--- config.mk ---
export PLATFORM = sky130hd
export DESIGN_NAME = mod5_serial_tx
export DESIGN_NICKNAME = d
export VERILOG_FILES = /design/src/rtl/mod5_serial_tx.sv
export SDC_FILE = /design/constraint.sdc
export NUM_CORES = 1
export LEC_CHECK = 0
export ABC_AREA = 1
export BUFFER_PORTS_ARGS = -buffer_cell sky130_fd_sc_hd__buf_2
export CORE_MARGIN = 3
export CORE_UTILIZATION = 30
export CTS_BUF_LIST = sky130_fd_sc_hd__clkbuf_8
export CTS_CLUSTER_SIZE = 30
export DETAILED_ROUTE_END_ITERATION = 8
export GPL_TIMING_DRIVEN = 1
export SETUP_SLACK_MARGIN = 0.02
export SLEW_MARGIN = 5
export SYNTH_ARGS = -nofsm -noshare
export SYNTH_HDL_FRONTEND = slang
export SYNTH_SLANG_ARGS = --single-unit
--- constraint.sdc ---
create_clock -name clk -period 2.5 [get_ports clk]
set_input_delay 0.375 -clock clk [delete_from_list [all_inputs] [get_ports clk]]
set_output_delay 0.375 -clock clk [all_outputs]
set_load 0.02 [all_outputs]
--- src/rtl/mod5_serial_tx.sv ---
// MSB-first serial word source for the divisibility-by-5 detector, with valid/ready intake.
// Define MOD5_CHECK_EN to build the running-remainder reference tracker (exp_rem/exp_q).
module mod5_serial_tx #(
  parameter int unsigned WIDTH = 8
) (
  input  logic             clk,
  input  logic             reset,
  input  logic [WIDTH-1:0] in_data,
  input  logic             in_valid,
  output logic             in_ready,
  output logic             out,
  output logic             out_valid,
  output logic             out_first,
  output logic             out_last,
  output logic             busy,
  output logic [2:0]       exp_rem,
  output logic             exp_q
);

  localparam int unsigned    CW       = (WIDTH > 1) ? $clog2(WIDTH) : 1;
  localparam logic [CW-1:0]  CNT_TOP  = CW'(WIDTH - 1);
  localparam logic [CW-1:0]  CNT_STEP = CW'(1);

  typedef enum logic {
    IDLE,
    SHIFT
  } state_t;

  state_t           state_q, state_d;
  logic [WIDTH-1:0] sr_q, sr_d;
  logic [CW-1:0]    cnt_q, cnt_d;

  always_ff @(posedge clk or posedge reset) begin
    if (reset) begin
      state_q <= IDLE;
      sr_q    <= '0;
      cnt_q   <= '0;
    end else begin
      state_q <= state_d;
      sr_q    <= sr_d;
      cnt_q   <= cnt_d;
    end
  end

  always_comb begin
    state_d = state_q;
    sr_d    = sr_q;
    cnt_d   = cnt_q;
    unique case (state_q)
      IDLE: begin
        if (in_valid) begin
          sr_d    = in_data;
          cnt_d   = CNT_TOP;
          state_d = SHIFT;
        end
      end
      SHIFT: begin
        sr_d  = sr_q << 1;
        cnt_d = cnt_q - CNT_STEP;
        if (cnt_q == '0) begin
          state_d = IDLE;
        end
      end
      default: state_d = IDLE;
    endcase
  end

  // Outputs depend on registered state only; no input reaches an output combinationally.
  always_comb begin
    in_ready  = (state_q == IDLE);
    out_valid = (state_q == SHIFT);
    out       = out_valid & sr_q[WIDTH-1];
    out_first = out_valid && (cnt_q == CNT_TOP);
    out_last  = out_valid && (cnt_q == '0);
    busy      = out_valid;
  end

`ifdef MOD5_CHECK_EN
  logic [2:0] rem_q, rem_d;
  logic [3:0] rem_dbl;

  // Idle zeros are folded in too, since the detector consumes the line every cycle.
  always_comb begin
    rem_dbl = {rem_q, 1'b0} + {3'b000, out};
    rem_d   = (rem_dbl >= 4'd5) ? 3'(rem_dbl - 4'd5) : rem_dbl[2:0];
  end

  always_ff @(posedge clk or posedge reset) begin
    if (reset) begin
      rem_q <= '0;
    end else begin
      rem_q <= rem_d;
    end
  end

  assign exp_rem = rem_q;
  assign exp_q   = (rem_q == 3'd0);
`else
  assign exp_rem = '0;
  assign exp_q   = 1'b0;
`endif

endmodule

==> qor.yml <==
clock_tree:
  clock-root-buffer: "clkbuf_8"
  cts.sinks: 12
  insertion_delay_ns: 0.24
  ctsLongestPathBuffers: 2
  numCtsBuffers: 3
  cts_tree: "yes"
  cts_resized: 0
  clk_pin_slew_ns: 0.05
  ctsHoldBuffers: 0
  htreeDepth: 1
  post-cts-setup-buffers: 0
drt:
  detail_route.wl_per_cell_um: 10.3
  vias_per_cell: 4.33
  dr.pass1.iters: 4
  drc_errors: 0
  drt_wl_total_mm: 1.24
  via_count: 520
  drt_iter0_drc: 19
  ant_nets: 0
job:
  maxCapViolations: 0
synth:
  synth_cell_types: 13
  yosysWarnings: 0
  synthCells: 79
  synth_area_per_cell_um2: 8.24
  synth-seq-cells: 12
  netlist_area_um2: 651
  ys_seq_area_share_pct: 46.2
cells_and_area:
  seq_area_um2: 300
  num_antenna_cells: 0
  syn2layout_area_growth_pct: 15.6
  multi_input_area_um2: 260
  layoutNonFillerInstCount: 120
  drive_gt1_share_pct: 23.7
  nNetsFinal: 108
  fillers: 233
place:
  dp_hpwl_um: 900
  placed_cells: 116
  port_buffers: 16
  dp_worst_setup_slack_ns: 0.975
  gp_congestion: 0.705
floorplanning:
  fp-row-count: 16
  die_area_mm2: 0.00276
  fp.dieW_um: 52.6
  start_util_pct: 32.5
  core-area_mm2: 0.00200
  io_pins: 21
  dieHeight_um: 52.6
critical_path:
  start_kind: "register"
  critPathKind: "reg2out"
  cp-end-kind: "output port"
  critical_path_required_ns: 2.12
  reg2reg_depth: 2
  crit_fanout: 16
  crit_arrival_ns: 1.40
pwr:
  ir_drop_mv: 0.327
  p_leak_nw: 0.417
  power.density_mw_per_mm2: 1080
sta:
  rsz0062_at_grt: "no"
  finalSetupTns_ns: 0
  hold_viol_final: 0
  clock-skew-final_ns: 0.00133
  min_period_over_period_pct: 70.9
  whs_ns: 0.136
  finalSetupViolCount: 0
  setup_slack_ns: 0.728
  drv_slew: 0
  fin_crit_ns: 1.77
  fmax_mhz: 564
grt:
  antenna_found_initial: 0
  grt_overflow: 0
  grt_pass1_wl_mm: 2.12
  grt_pass1_vias: 506
  grt_max_degree: 17
  grt_use_total_pct: 11.0
hold_path:
  hold_path_class: "in2async"
outcome:
  status: "completed"
==> per-stage QoR <==
stage	power (W)	area, um2	utilization (%)
after global routing	0.000889	752	37.6
final	0.000816	752	37.6
after CTS	0.000831	752	37.6
after detailed placement	0.000615	697	34.8
after global placement	0.000605	697	34.8
after floorplan	0.000562	662	-
==> worst max-delay path, stage by stage, from the launching register on <==
cell and delay [ns]:
dfrtp_1 0.64, inv_2 0.21, nor2_1 0.14, buf_2 0.17
==> power breakdown <==
part	internal [W]	switching, W
sequential	0.000270	0.0000631
combinational	0.000103	0.000168
clock	0.000139	0.0000729
total	0.000512	0.000304
==> routing by layer <==
metal | global-route usage [%] | vias up | share of wire, %
li1 | - | 264 | -
met5 | 0 | - | 0
met1 | 12.4 | 236 | 47
met3 | 2.85 | 4 | 6.2
met2 | 17.4 | 16 | 45
met4 | 8.94 | 0 | 2.3
==> final cells by class <==
| cell class | instances | share of cell area (%) |
|---|---|---|
| Tap cell | 27 | 4.49 |
| Timing Repair Buffer | 16 | 10.6 |
| Multi-Input combinational cell | 55 | 34.6 |
| Sequential cell | 12 | 39.9 |
| Inverter | 6 | 3.00 |
| Clock buffer | 4 | 7.32 |
==> registers in the layout (all words and copies together), names as in the netlist <==
register and cells:
sr_q 8, cnt_q 3, busy 1
==> cells in the mapped netlist <==
cell / instances / share of area [%]
nand2_1: 26 / 15
nand3_1: 16 / 12
dfrtp_1: 12 / 46
buf_4: 6 / 6.9
inv_1: 5 / 2.9
buf_6: 3 / 5.2
ha_1: 3 / 5.8
nor2_1: 3 / 1.7
a21boi_0: 1 / 1.2
conb_1: 1 / 0.58
inv_2: 1 / 0.58
nor2_2: 1 / 0.96
o21ai_1: 1 / 0.77
==> cell families after synthesis <==
family / Yosys count / share of synthesized area [%]
other: 1 / 0.576
buffers and inverters: 15 / 15.6
flip-flops: 12 / 46.2
AO/OA/AOI/OAI: 2 / 1.92
AND/OR/NAND/NOR: 46 / 30.0
adder cells (fa/ha/maj): 3 / 5.77
==> layout by cell type (no fill, tap or decap) <==
cell       n
o21ai_1    1
nor2_2     1
dfrtp_1   12
nand2_1   26
a21boi_0   1
conb_1     4
nor2_1     3
buf_2     16
ha_1       3
nand3_1   16
inv_2      1
clkbuf_8   4
inv_1      5
==> final timing paths <==
path / start / endpoint / slack, ns
max: busy / out_first / 0.73
min: reset / sr_q[4] / 0.14
max reg2reg: busy / cnt_q[1] / 1.19
min reg2reg: sr_q[0] / sr_q[0] / 0.47
max in group asynchronous: reset / sr_q[7] / 2.04
min in group clk: in_data[3] / sr_q[3] / 0.38
Note: power is estimated with default switching activity, not from simulation.
